`config.mk`:
```
export PLATFORM = sky130hd
export DESIGN_NAME = memory_control
export DESIGN_NICKNAME = d
export VERILOG_FILES = /design/src/rtl/memory_control.sv
export SDC_FILE = /design/constraint.sdc
export NUM_CORES = 1
export LEC_CHECK = 0
export ABC_AREA = 1
export CAP_MARGIN = 30
export CORE_ASPECT_RATIO = 0.7
export CORE_MARGIN = 4
export CORE_UTILIZATION = 41
export CTS_CLUSTER_DIAMETER = 80
export DETAILED_ROUTE_END_ITERATION = 16
export PLACE_DENSITY = 0.79
export SETUP_SLACK_MARGIN = 0.2
export SYNTH_ARGS = -nofsm -noshare
export SYNTH_HDL_FRONTEND = slang
export SYNTH_SLANG_ARGS = --single-unit
```
`constraint.sdc`:
```
create_clock -name CLK -period 1.85 [get_ports CLK]
set_input_delay 0.185 -clock CLK [delete_from_list [all_inputs] [get_ports CLK]]
set_output_delay 0.185 -clock CLK [all_outputs]
set_load 0.01 [all_outputs]
```
`src/rtl/memory_control.sv`:
```
// memory_control: memory-side responder for the cache bus.
//   Arbitrates icache reads and dcache reads/writes onto one single-ported,
//   variable-latency RAM. The dcache has priority. The icache is forced through
//   after STARVE_LIM consecutive d-grants made while it was waiting.
//   FSM: IDLE -> ACCESS -> RESP -> IDLE. All outputs are registered.
// Ports:
//   CLK, RST               clock (rising edge), synchronous active-high reset
//   iREN, iaddr            icache read request and address
//   dREN, dWEN, daddr,     dcache read/write request, address, write data
//   dstore
//   iwait, dwait           low for one cycle when the request completes
//   iload, dload           read data, valid while the matching wait is low
//   ramREN, ramWEN,        RAM strobes, address and write data
//   ramaddr, ramstore
//   ramload, ramwait       RAM read data; ramwait=0 means the access is done
// Optional feature, enabled by defining MEMCTL_STATS_EN:
//   icount, dcount         completed i/d accesses (32-bit, wrapping)
//   stallcnt               cycles spent in ACCESS with ramwait=1 (32-bit, wrapping)
module memory_control #(
  parameter int unsigned ADDR_W     = 32,
  parameter int unsigned DATA_W     = 32,
  parameter int unsigned STARVE_LIM = 4
) (
  input  logic              CLK,
  input  logic              RST,
  input  logic              iREN,
  input  logic [ADDR_W-1:0] iaddr,
  input  logic              dREN,
  input  logic              dWEN,
  input  logic [ADDR_W-1:0] daddr,
  input  logic [DATA_W-1:0] dstore,
  output logic              iwait,
  output logic              dwait,
  output logic [DATA_W-1:0] iload,
  output logic [DATA_W-1:0] dload,
  output logic              ramREN,
  output logic              ramWEN,
  output logic [ADDR_W-1:0] ramaddr,
  output logic [DATA_W-1:0] ramstore,
`ifdef MEMCTL_STATS_EN
  output logic [31:0]       icount,
  output logic [31:0]       dcount,
  output logic [31:0]       stallcnt,
`endif
  input  logic [DATA_W-1:0] ramload,
  input  logic              ramwait
);

  localparam int unsigned SW = $clog2(STARVE_LIM + 1);
  localparam logic [SW-1:0] LIM = SW'(STARVE_LIM);

  typedef enum logic [1:0] {IDLE, ACCESS, RESP} state_e;

  state_e            state_q, state_d;
  logic              gnt_d_q, gnt_d_d;   // 1 = dcache holds the grant
  logic              wr_q, wr_d;         // latched access type
  logic [SW-1:0]     starve_q, starve_d;
  logic              iwait_q, iwait_d;
  logic              dwait_q, dwait_d;
  logic [DATA_W-1:0] iload_q, iload_d;
  logic [DATA_W-1:0] dload_q, dload_d;
  logic              ramREN_q, ramREN_d;
  logic              ramWEN_q, ramWEN_d;
  logic [ADDR_W-1:0] ramaddr_q, ramaddr_d;
  logic [DATA_W-1:0] ramstore_q, ramstore_d;
`ifdef MEMCTL_STATS_EN
  logic [31:0]       icount_q, icount_d;
  logic [31:0]       dcount_q, dcount_d;
  logic [31:0]       stall_q, stall_d;
`endif

  logic d_req, grant_d, grant_i, withdraw;

  assign d_req    = dREN | dWEN;
  // The icache is forced through only when it is waiting and the limit is reached.
  assign grant_d  = d_req && !(iREN && (starve_q == LIM));
  assign grant_i  = !grant_d && iREN;
  assign withdraw = gnt_d_q ? !d_req : !iREN;

  // State and output registers
  always_ff @(posedge CLK) begin
    if (RST) begin
      state_q    <= IDLE;
      gnt_d_q    <= 1'b0;
      wr_q       <= 1'b0;
      starve_q   <= '0;
      iwait_q    <= 1'b1;
      dwait_q    <= 1'b1;
      iload_q    <= '0;
      dload_q    <= '0;
      ramREN_q   <= 1'b0;
      ramWEN_q   <= 1'b0;
      ramaddr_q  <= '0;
      ramstore_q <= '0;
`ifdef MEMCTL_STATS_EN
      icount_q   <= '0;
      dcount_q   <= '0;
      stall_q    <= '0;
`endif
    end else begin
      state_q    <= state_d;
      gnt_d_q    <= gnt_d_d;
      wr_q       <= wr_d;
      starve_q   <= starve_d;
      iwait_q    <= iwait_d;
      dwait_q    <= dwait_d;
      iload_q    <= iload_d;
      dload_q    <= dload_d;
      ramREN_q   <= ramREN_d;
      ramWEN_q   <= ramWEN_d;
      ramaddr_q  <= ramaddr_d;
      ramstore_q <= ramstore_d;
`ifdef MEMCTL_STATS_EN
      icount_q   <= icount_d;
      dcount_q   <= dcount_d;
      stall_q    <= stall_d;
`endif
    end
  end

  // Next-state logic
  always_comb begin
    state_d = state_q;
    unique case (state_q)
      IDLE:    if (grant_d || grant_i) state_d = ACCESS;
      ACCESS: begin
        // Withdrawal wins over a completion arriving in the same cycle.
        if (withdraw)      state_d = IDLE;
        else if (!ramwait) state_d = RESP;
      end
      RESP:    state_d = IDLE;
      default: state_d = IDLE;
    endcase
  end

  // Next values of the registered outputs and datapath
  always_comb begin
    gnt_d_d    = gnt_d_q;
    wr_d       = wr_q;
    starve_d   = starve_q;
    iwait_d    = 1'b1;
    dwait_d    = 1'b1;
    iload_d    = iload_q;
    dload_d    = dload_q;
    ramREN_d   = ramREN_q;
    ramWEN_d   = ramWEN_q;
    ramaddr_d  = ramaddr_q;
    ramstore_d = ramstore_q;
`ifdef MEMCTL_STATS_EN
    icount_d   = icount_q;
    dcount_d   = dcount_q;
    stall_d    = stall_q;
`endif
    unique case (state_q)
      IDLE: begin
        if (grant_d) begin
          gnt_d_d    = 1'b1;
          wr_d       = dWEN;             // dREN together with dWEN counts as a write
          ramREN_d   = !dWEN;
          ramWEN_d   = dWEN;
          ramaddr_d  = daddr;
          ramstore_d = dstore;
          if (!iREN)                starve_d = '0;
          else if (starve_q != LIM) starve_d = starve_q + 1'b1;
        end else if (grant_i) begin
          gnt_d_d   = 1'b0;
          wr_d      = 1'b0;
          ramREN_d  = 1'b1;
          ramWEN_d  = 1'b0;
          ramaddr_d = iaddr;
          starve_d  = '0;
        end
      end
      ACCESS: begin
`ifdef MEMCTL_STATS_EN
        if (ramwait) stall_d = stall_q + 32'd1;
`endif
        if (withdraw) begin
          ramREN_d = 1'b0;
          ramWEN_d = 1'b0;
        end else if (!ramwait) begin
          ramREN_d = 1'b0;
          ramWEN_d = 1'b0;
          if (gnt_d_q) begin
            dwait_d = 1'b0;
            if (!wr_q) dload_d = ramload;
`ifdef MEMCTL_STATS_EN
            dcount_d = dcount_q + 32'd1;
`endif
          end else begin
            iwait_d = 1'b0;
            iload_d = ramload;
`ifdef MEMCTL_STATS_EN
            icount_d = icount_q + 32'd1;
`endif
          end
        end
      end
      default: ;
    endcase
  end

  assign iwait    = iwait_q;
  assign dwait    = dwait_q;
  assign iload    = iload_q;
  assign dload    = dload_q;
  assign ramREN   = ramREN_q;
  assign ramWEN   = ramWEN_q;
  assign ramaddr  = ramaddr_q;
  assign ramstore = ramstore_q;
`ifdef MEMCTL_STATS_EN
  assign icount   = icount_q;
  assign dcount   = dcount_q;
  assign stallcnt = stall_q;
`endif

endmodule

```
After elaboration in Yosys (flattened, before gate mapping)
Index checks and enable logic that the tools add are counted. W data, S select, Z words.

Add/subtract/negate cells: 1. $mul: 0. Div/mod/pow operators: 0. Order comparisons: 0. Eq/ne operators: 7. Shift-type cells: 0. Multiplexer cells: 22. Bitwise logic cells: 6. Reduce and logical (&&, ||, !) cells: 20.

Operators by type and width (number): $mux W32 (2); $mux W3 (4); $mux W1 (10); $ne A3 B3 Y1 const B (3); $mux W2 (3); $reduce_and A2 Y1 (3); $reduce_and A3 Y1 (2); $logic_not A1 Y1 (5); $not A1 Y1 (5); $reduce_and A5 Y1 (1); $pmux W1 S2 (2); $pmux W2 S2 (1); $reduce_and A4 Y1 (1); $reduce_bool A2 Y1 (2); $reduce_or A4 Y1 (1); $add A3 B1 Y3 const B (1); $eq A3 B3 Y1 const B (1); $logic_and A1 B1 Y1 (3); $ne A3 B2 Y1 const B (1); $eq A2 B1 Y1 const B (1); $logic_not A2 Y1 (1); $ne A2 B2 Y1 const B (1); $logic_or A1 B1 Y1 (1); $or A1 B1 Y1 (1).

Flip-flop bits (word level): 139. Bits in latches: 0. Bits in writable memories: 0. Memory bits (read-only): 0. Bits of input ports: 134. Memories: 0.

Logic depth before layout (Yosys ltp)
Word-level depth: 9. Gate-level depth with buffers: 11.

Worst setup path before layout
No wires, ideal clock.

Kind: register -> register. Start: reg starve_q[0]. End: reg ramstore_q[2], in the netlist ramstore[2]. Arrival time: 1260 ps. Path slack: 519 ps. Cell stages (with the launch flop): 10. Path buffers: 2. Clock period less this slack: 1331 ps. Path through: dfxtp_1 > inv_1 > ha_1 > nand3_2 > nand2_2 > inv_2 > buf_6 > buf_4 > nand3_1 > a21oi_1.

Word-level cells in the longest chain between the ends: 5.

RTL lines: start, declared (RTL line 57) `logic [SW-1:0] starve_q, starve_d;`; start signal, assigned (RTL line 104) `starve_q <= starve_d;`; $eq A3 B3 Y1 (RTL line 76) `assign grant_d = d_req && !(iREN && (starve_q == LIM));`; $logic_and A1 B1 Y1 (RTL line 76); $logic_not A1 Y1 (RTL line 76); $logic_and A1 B1 Y1 (RTL line 76); $reduce_and A2 Y1 (no line); end signal, assigned (RTL line 112) `ramstore_q <= ramstore_d;`; end, declared (RTL line 65) `logic [DATA_W-1:0] ramstore_q, ramstore_d;`.

Every way passes these cells. A chain may end at the register's enable or synchronous reset.

Final worst setup path
Start: reg ramaddr_q[2], in the netlist ramaddr[2]. End: out ramaddr[2].

RTL lines: start, declared (RTL line 64) `logic [ADDR_W-1:0] ramaddr_q, ramaddr_d;`; start signal, assigned (RTL line 111) `ramaddr_q <= ramaddr_d;`; end, declared (RTL line 38) `output logic [ADDR_W-1:0] ramaddr,`.

No word-level cell between the ends.

==> key figures <==
Timing
  • Clock skew: 0.00951 ns
  • Fin. Hold Viols: 0
  • Period utilization: 83.6%
  • Fin Hold WS: 0.166 ns
  • Setup TNS: 0 ns
  • Slew @ Worst Pin: 0.465 ns
  • Max Slew Vio Count: 0
  • Slew HR: 68.7%
  • Crit path time final: 1.55 ns
  • Final setup vio count: 0
  • Unrepaired setup endpoints after global routing: yes
  • Fmax: 647 MHz

Routing
  • DR iter-0 viols: 312
  • DRC Markers: 0
  • Overall routed net length: 17,700 um
  • Detailed-route via count: 5,703
  • Routed WL per cell: 14.6 um
  • Vias/cell: 4.72
  • TritonRoute pass-1 iters: 5
  • Post-route ant nets: 0

Critical path
  • Signal arrival time at the worst endpoint: 1.36 ns
  • Critical path's largest stage delay: 0.61 ns
  • Critical Path End Type: output pin
  • Max Fanout on Critical Path: 2
  • Critical path's top delay family: buffers and inverters
  • FF-to-FF path depth: 10
  • WP data required: 1.66 ns
  • WP buf/inv: 1
  • WS Path Type: reg -> out
  • Startpoint types: flop
  • Slowest cell on the critical path: clkdlybuf4s50_1
  • Crit path cell chain: clkdlybuf4s50_1
  • Critical Path Stages: 1

CTS
  • Clk_lat worst skew: 0.41 ns
  • H-tree lvl count: 4
  • CTS clk-pin slew, worst paths: 0.06 ns
  • Root Buffer Master: clkbuf_16
  • Post-CTS sizing: 0
  • Clock Path Buffers: 2
  • Post-CTS Hold Buffers: 0
  • CTS sink cnt: 139
  • Setup Buffers After CTS: 0
  • CTS tree: yes
  • TritonCTS buffer count: 17

Cells and area
  • Fill count: 1,126
  • Most frequent cells in the layout: 264 x clkdlybuf4s50_1, 203 x nor2_1, 147 x nand2_1
  • Non-Filler Instances: 1,209
  • Commonest non-fill, non-tap cell in the layout: clkdlybuf4s50_1
  • Antenna diode count: 0
  • Layout cells sized above 1: 6.62%
  • Multi-input logic area: 2290 sq um
  • Synthesis-to-finish area growth: 63.5%
  • FF/Latch Area: 2780 sq um
  • Fin nets: 1,166

Worst hold path
  • Worst hold path class: in -> reg
  • Hold depth: 2

Logic synthesis
  • Number of distinct library cells after synthesis: 23
  • Top cells by area, synth: dfxtp_1 50%, nor2_1 14%, nand2_1 10%
  • Yosys warns: 0
  • Synth Cell Area: 5510 sq um
  • Syn Nets: 908
  • Register area share after synthesis: 50.5%
  • Post-Syn Instances: 772
  • Post-Syn Area per Cell: 7.14 sq um
  • Area share of the largest cell type after synthesis: 50.5%
  • #FFs+latches synth: 139
  • Area leader, netlist: dfxtp_1

Floorplanning
  • Initial core utilization: 41.9%
  • IO Pins: 266
  • Die W: 147 um
  • Site Rows: 35
  • Die Y: 105 um
  • Core box area: 13,100 sq um
  • Die ar.: 15,400 sq um

GRT
  • Via count of the first global-routing pass: 5,315
  • Initial antenna violation count: 0
  • GR Overflow Total: 0
  • Gr usage total: 21.9%
  • Pin count of the biggest net entering global routing: 69
  • First-pass GRT wire length: 27,200 um

Placement
  • I/O Buffers: 265
  • Placed Cells: 1,176
  • Placer Congestion: 0.864
  • Dpl hpwl: 12,800 um

Outcome
  • Status: completed

Power and ir drop
  • Total power: 8330 uW
  • Worst VDD drop: 0.751 mV
  • LEAKAGE: 0.00381 uW
  • Pwr Density: 925 nW/um^2

Flow run
  • Max cap viols: 0
==> kinds of logic after synthesis <==
logic type               share of synthesized area (%)
AND/OR/NAND/NOR                                   31.2
buffers and inverters                             8.06
adder cells (fa/ha/maj)                          0.454
AO/OA/AOI/OAI                                     9.79
flip-flops                                        50.5
==> Yosys cell counts (all sizes together) <==
library cell / n
nor2: 204
nand2: 149
dfxtp: 139
nand3: 73
o21ai: 67
inv: 45
a21oi: 37
buf: 33
clkbuf: 18
ha: 2
a21boi: 1
nand4: 1
nor4: 1
o21a: 1
or2: 1
==> metal layers <==
metal  wire [um]  global-route usage [%]
met1        7810                    28.1
met2        8130                    35.2
met3        1490                    7.72
met4         229                    5.64
met5           0                       0
==> through the flow <==
stage | worst slack [ns] | cell area, sq um | utilization (%)
after floorplan | 0.519 | 5510 | -
final | 0.304 | 9010 | 68.6
after global routing | 0.193 | 9010 | 68.6
after CTS | 0.283 | 8970 | 68.3
after detailed placement | 0.0762 | 8380 | 63.8
after global placement | 0.0970 | 8380 | 63.8
==> where the power goes <==
group	total (uW)	switching, uW	internal, uW
logic	1590	741	854
registers	3310	107	3200
clock network	3430	1500	1930
total	8330	2340	5990
==> layout make-up <==
type                            instances  share of cell area (%)
Tap cell                              166                    2.31
Inverter                               45                    1.90
Multi-Input combinational cell        537                    25.5
Clock inverter                         15                    1.87
Sequential cell                       139                    30.9
Clock buffer                           17                    4.72
Timing Repair Buffer                  290                    32.9
==> worst paths after layout <==
check          startpoint      endpoint  slack, ns
max reg2reg   starve_q[0]   ramaddr[27]       0.33
min                   RST   starve_q[2]       0.17
min reg2reg  ramstore[30]  ramstore[30]       0.46
max            ramaddr[2]    ramaddr[2]       0.30
==> state kept, by name, indices dropped and copies added, names as in the netlist <==
register / count
dload: 32
dwait: 1
gnt_d_q: 1
iload: 32
iwait: 1
ramREN: 1
ramWEN: 1
ramaddr: 32
ramstore: 32
starve_q: 3
state_q: 2
wr_q: 1
Power figures use the tool's default switching activity.
